File: config.mk
export PLATFORM = sky130hd
export DESIGN_NAME = freq_meter_flat
export DESIGN_NICKNAME = d
export VERILOG_FILES = /design/src/rtl/freq_meter_pkg.sv /design/src/rtl/freq_meter_if.sv /design/src/rtl/sync_edge_det.sv /design/src/rtl/freq_meter.sv /design/src/flat_wrapper.sv
export SDC_FILE = /design/constraint.sdc
export NUM_CORES = 1
export LEC_CHECK = 0
export CORE_MARGIN = 2
export CORE_UTILIZATION = 60
export CTS_BUF_LIST = sky130_fd_sc_hd__clkbuf_2
export CTS_CLUSTER_SIZE = 8
export DETAILED_ROUTE_END_ITERATION = 6
export GPL_ROUTABILITY_DRIVEN = 0
export PLACE_DENSITY = 0.89
export REMOVE_ABC_BUFFERS = 1
export SLEW_MARGIN = 20
export SYNTH_ARGS = -nofsm -noshare
export SYNTH_HDL_FRONTEND = slang
export SYNTH_HIERARCHICAL = 1
export SYNTH_SLANG_ARGS = --single-unit
File: constraint.sdc
create_clock -name sys_clk -period 2.5 [get_ports sys_clk]
set_clock_uncertainty 0.05 [all_clocks]
set_input_delay 0.375 -clock sys_clk [delete_from_list [all_inputs] [get_ports sys_clk]]
set_output_delay 0.375 -clock sys_clk [all_outputs]
set_load 0.03 [all_outputs]
File: src/rtl/freq_meter_pkg.sv
// Shared types and constants for the frequency meter.
// Imported by the interface, the top and its testbench.
package freq_meter_pkg;

    typedef enum logic {
        ST_IDLE = 1'b0,
        ST_GATE = 1'b1
    } state_t;

    localparam int DEF_GATE_CYCLES = 1000;
    localparam int DEF_CNT_W = 16;
    localparam int DEF_WIN_W = 16;

    function automatic logic [63:0] sat_max(input int w);
        return (64'd1 << w) - 64'd1;
    endfunction

endpackage

File: src/rtl/freq_meter_if.sv
// Control/result bundle between a frequency meter and its user.
// The master requests windows, the slave (the meter) reports results.
interface freq_meter_if
    import freq_meter_pkg::*;
#(
    parameter int CNT_W = DEF_CNT_W
);
    logic             start;
    logic             cont;
    logic             busy;
    logic             done;
    logic [CNT_W-1:0] count;
    logic             overflow;

    modport master (
        output start, cont,
        input  busy, done, count, overflow
    );

    modport slave (
        input  start, cont,
        output busy, done, count, overflow
    );
endinterface

File: src/rtl/sync_edge_det.sv
// Two-flop synchroniser plus history flop giving a rising-edge pulse.
// Suitable for any slow asynchronous input such as a divided clock.
module sync_edge_det (
    input  logic clk,
    input  logic rst_n,
    input  logic d,
    output logic pulse
);
    logic s1;
    logic s2;
    logic s3;

    always_ff @(posedge clk) begin
        if (!rst_n) begin
            s1 <= 1'b0;
            s2 <= 1'b0;
            s3 <= 1'b0;
        end else begin
            s1 <= d;
            s2 <= s1;
            s3 <= s2;
        end
    end

    assign pulse = s2 & ~s3;
endmodule

File: src/rtl/freq_meter.sv
// Counts rising edges of sig_in over a GATE_CYCLES sys_clk window.
// Single-shot on start, back-to-back windows while cont is high.
module freq_meter
    import freq_meter_pkg::*;
#(
    parameter int GATE_CYCLES = DEF_GATE_CYCLES,
    parameter int CNT_W = DEF_CNT_W,
    parameter int WIN_W = DEF_WIN_W
) (
    input  logic         sys_clk,
    input  logic         rst_n,
    input  logic         sig_in,
    freq_meter_if.slave  bus
);
    localparam logic [CNT_W-1:0] CNT_MAX = CNT_W'(sat_max(CNT_W));
    localparam logic [WIN_W-1:0] WIN_LOAD = WIN_W'(GATE_CYCLES - 1);

    state_t           state;
    logic [WIN_W-1:0] win;
    logic [CNT_W-1:0] acc;
    logic             sat;
    logic             pulse;
    logic             at_max;
    logic             last;

    sync_edge_det u_sync (
        .clk   (sys_clk),
        .rst_n (rst_n),
        .d     (sig_in),
        .pulse (pulse)
    );

    assign at_max = (acc == CNT_MAX);
    assign last = (win == '0);

    always_ff @(posedge sys_clk) begin
        if (!rst_n) begin
            state <= ST_IDLE;
            win <= '0;
            acc <= '0;
            sat <= 1'b0;
            bus.busy <= 1'b0;
            bus.done <= 1'b0;
            bus.count <= '0;
            bus.overflow <= 1'b0;
        end else begin
            bus.done <= 1'b0;
            unique case (state)
                ST_IDLE: begin
                    if (bus.start || bus.cont) begin
                        state <= ST_GATE;
                        bus.busy <= 1'b1;
                        win <= WIN_LOAD;
                        acc <= '0;
                        sat <= 1'b0;
                    end
                end
                ST_GATE: begin
                    if (last) begin
                        // final cycle's edge is folded into the result
                        bus.count <= (pulse && !at_max) ? acc + 1'b1 : acc;
                        bus.overflow <= sat | (pulse & at_max);
                        bus.done <= 1'b1;
                        win <= WIN_LOAD;
                        acc <= '0;
                        sat <= 1'b0;
                        if (!bus.cont) begin
                            state <= ST_IDLE;
                            bus.busy <= 1'b0;
                        end
                    end else begin
                        win <= win - 1'b1;
                        if (pulse) begin
                            if (at_max) sat <= 1'b1;
                            else acc <= acc + 1'b1;
                        end
                    end
                end
                default: state <= ST_IDLE;
            endcase
        end
    end
endmodule

File: src/flat_wrapper.sv
// flat-port wrapper written by rule: the top's interface ports become plain ports
module freq_meter_flat import freq_meter_pkg::*;
#(
    parameter int GATE_CYCLES = DEF_GATE_CYCLES,
    parameter int CNT_W = DEF_CNT_W,
    parameter int WIN_W = DEF_WIN_W
)
  (sys_clk, rst_n, sig_in, bus_start, bus_cont, bus_busy, bus_done, bus_count, bus_overflow);
  freq_meter_if #(.CNT_W(CNT_W)) bus_i ();
  input  logic sys_clk;
  input  logic rst_n;
  input  logic sig_in;
  input wire logic [$bits(bus_i.start)-1:0] bus_start;
  input wire logic [$bits(bus_i.cont)-1:0] bus_cont;
  output wire logic [$bits(bus_i.busy)-1:0] bus_busy;
  output wire logic [$bits(bus_i.done)-1:0] bus_done;
  output wire logic [$bits(bus_i.count)-1:0] bus_count;
  output wire logic [$bits(bus_i.overflow)-1:0] bus_overflow;
  assign bus_i.start = bus_start;
  assign bus_i.cont = bus_cont;
  assign bus_busy = bus_i.busy;
  assign bus_done = bus_i.done;
  assign bus_count = bus_i.count;
  assign bus_overflow = bus_i.overflow;
  freq_meter #(.GATE_CYCLES(GATE_CYCLES), .CNT_W(CNT_W), .WIN_W(WIN_W)) u_core (.sys_clk(sys_clk), .rst_n(rst_n), .sig_in(sig_in), .bus(bus_i));
endmodule
==> flow_metrics.env <==
export IMPL_grt_max_degree=20
export IMPL_final_cell_mix="dfxtp_1 (56), a21oi_1 (31), clkdlybuf4s50_1 (23)"
export IMPL_ant_nets=0
export IMPL_num_vias=2594
export IMPL_fillCellCount=391
export IMPL_clock_latency_ns=0.45
export IMPL_seq_area_frac_synth_pct=39.1
export IMPL_wl_um=6570
export IMPL_arrival_ns=2.70
export IMPL_cap_violations=0
export IMPL_final_common_cell="dfxtp_1"
export IMPL_final_core_util_pct=68.7
export IMPL_end_kind="register"
export IMPL_rows=25
export IMPL_crit_family="compound AO/OA/AOI/OAI gates"
export IMPL_slew_violations=0
export IMPL_max_freq_mhz=421
export IMPL_swShare_pct=28.1
export IMPL_cts_reportedPaths_clkPinSlew_ns=0.25
export IMPL_internal_power_mw=1.08
export IMPL_synth_top_area_cell="dfxtp_1"
export IMPL_cts_sinks=56
export IMPL_avgRoutedWirePerCell_um=16.4
export IMPL_cp_required_ns=2.83
export IMPL_grt_pass1_vias=2316
export IMPL_total_power_mw=1.51
export IMPL_io_buffers=23
export IMPL_synthCells=322
export IMPL_route_detailed_drc=0
export IMPL_antenna_cells=0
export IMPL_synthTopCellsByArea="dfxtp_1 (39%), a21oi_1 (5.4%), o21ai_0 (3.7%)"
export IMPL_drive_gt1_share_pct=10.4
export IMPL_worstSetupPathType="reg2reg"
export IMPL_status="completed"
export IMPL_powerDensity_nw_per_um2=471
export IMPL_io_pins=24
export IMPL_areaGrowthSynthToFinish_pct=11.8
export IMPL_clockBufferDepth=2
export IMPL_antenna_found_initial=0
export IMPL_p_clk_share_pct=22.6
export IMPL_placed_cells=392
export IMPL_die_x_um=73.1
export IMPL_p_seq_share_pct=63.5
export IMPL_syn_area_um2=2860
export IMPL_timing_final_ws_setup_ns=0.126
export IMPL_hold_buffers=0
export IMPL_ys_async_sr_fraction_pct=0
export IMPL_final_cells=400
export IMPL_setup_violations=0
export IMPL_die_y_um=73.1
export IMPL_dp_hpwl_um=4680
export IMPL_slew_headroom_pct=53.5
export IMPL_synth_edff_count=0
export IMPL_finalCriticalPeriod_ns=2.37
export IMPL_hold_path_class="reg2reg"
export IMPL_cts_root_buf="clkbuf_2"
export IMPL_slowest_stage="dfxtp_1"
export IMPL_final_hold_violation_count=0
export IMPL_power_switching_uw=424
export IMPL_vdd_drop_max_uv=384
export IMPL_cts_max_level=2
export IMPL_final_nets=352
export IMPL_cts_buffers=5
export IMPL_yosys_warnings=6
export IMPL_p_leak_nw=1.07
export IMPL_globalRouteOverflowTotal=0
export IMPL_worst_pin_slew_ns=0.696
export IMPL_dpl_cell_area_um2=3160
export IMPL_fin_area_um2=3200
export IMPL_cp_num_buf_inv=0
export IMPL_ys_dominant_reg_cell="dfxtp_1"
export IMPL_post_cts_buffers=0
export IMPL_first_pass_iters=5
export IMPL_pwr_share_comb_pct=13.8
export IMPL_grt_util_all_layers_pct=26.1
export IMPL_cts_tree="done"
export IMPL_ys_seq_elements=56
export IMPL_cp_slowest_stage_delay_ns=0.48
export IMPL_grt_first_pass_wirelength_um=10900
export IMPL_drt_vias_per_instance=6.49
export IMPL_cts_resized=0
export IMPL_first_iter_violations=260
export IMPL_die_area_um2=5340
export IMPL_ys_types=56
export IMPL_dpl_worst_slack_ns=0.0690
export IMPL_fin_crit_sh_pct=95.0
export IMPL_critical_path_peak_fanout=12
export IMPL_finalSetupTns_ns=0
export IMPL_rsz0062_at_grt="no"
export IMPL_crit_chain="ha_1 -> nand3_1 -> nor4_2 -> a21boi_1 -> a21oi_4 -> o2bb2ai_1"
export IMPL_crit_path_start_kind="register"
export IMPL_core_area_um2=4660
export IMPL_yosysTopAreaCellShare_pct=39.1
export IMPL_fin_hold_ws_ns=0.414
export IMPL_start_util_pct=61.4
export IMPL_avgSynthCellArea_um2=8.89
-- kinds of logic after synthesis --
logic type	Yosys count	synth area share, %
AOI/OAI and AO/OA	103	24.2
xor gates and xnor gates	22	6.73
adders and majority gates	2	0.874
buffers and inverters	30	5.29
DFF	56	39.1
muxes	2	0.699
and+or+nand+nor	107	23.1
-- final cells by class --
cell class,count,area (um2),share of cell area (%)
sequential,56,1120,35.0
multi-input combinational,236,1600,49.9
tap,54,67.6,2.11
inverter,7,26.3,0.821
timing repair buffer,39,350,10.9
clock buffer,7,35.0,1.09
clock inverter,1,3.75,0.117
-- routing by layer --
metal / wire, um / GRT usage (%) / vias up
met5: 0 / 0 / -
met2: 3240 / 43.1 / 88
met4: 137 / 10.5 / 0
met1: 2760 / 33.4 / 1236
li1: - / - / 1256
met3: 433 / 4.97 / 14
-- worst register-to-register path, delay by kind of cell, from the launching register on --
kind	cells	cell delay, ns
AOI/OAI and AO/OA	3	0.91
adders and majority gates	1	0.25
DFF	1	0.48
and+or+nand+nor	2	0.61
-- cells in the mapped netlist (3+ instances only) --
library cell	instances
nor4_1	4
and4_1	8
clkbuf_1	12
xor2_1	11
nand4b_1	3
a21oi_1	31
o31ai_1	3
o2bb2ai_1	11
a31oi_1	6
buf_6	4
dfxtp_1	56
a211oi_1	5
and3_1	4
nor3_1	10
o21ai_0	21
nand4_1	12
and2_1	6
nand2b_1	3
buf_2	7
a311oi_1	3
nand2_1	22
nor2_1	10
xnor2_1	11
or3_1	7
inv_1	5
nand3_1	9
-- registers in the layout, indices dropped and copies added, names as in the netlist --
name	flops
u_core/acc	16
u_core/bus.busy	1
u_core/bus.count	16
u_core/bus.done	1
u_core/bus.overflow	1
u_core/sat	1
u_core/state	1
u_core/u_sync/s1	1
u_core/u_sync/s2	1
u_core/u_sync/s3	1
u_core/win	16
-- power by group through the flow --
stage,Combinational (mW),Sequential [mW],Clock [mW]
after floorplan,0.117,0.981,0
after global placement,0.198,0.971,0
after detailed placement,0.206,0.973,0
after CTS,0.207,0.956,0.346
after global routing,0.227,0.962,0.380
final,0.209,0.957,0.341
-- path summary, 6_finish.rpt --
kind	startpoint	to	slack, ns	depth (start not counted)
worst min-delay path	u_core/u_sync/s1	u_core/u_sync/s2	0.41	1
worst max register to register	u_core/acc[1]	u_core/acc[7]	0.13	6
worst min register to register	u_core/u_sync/s1	u_core/u_sync/s2	0.41	1
worst max-delay path	u_core/acc[1]	u_core/acc[7]	0.13	6
Note: power is estimated with default switching activity, not from simulation.
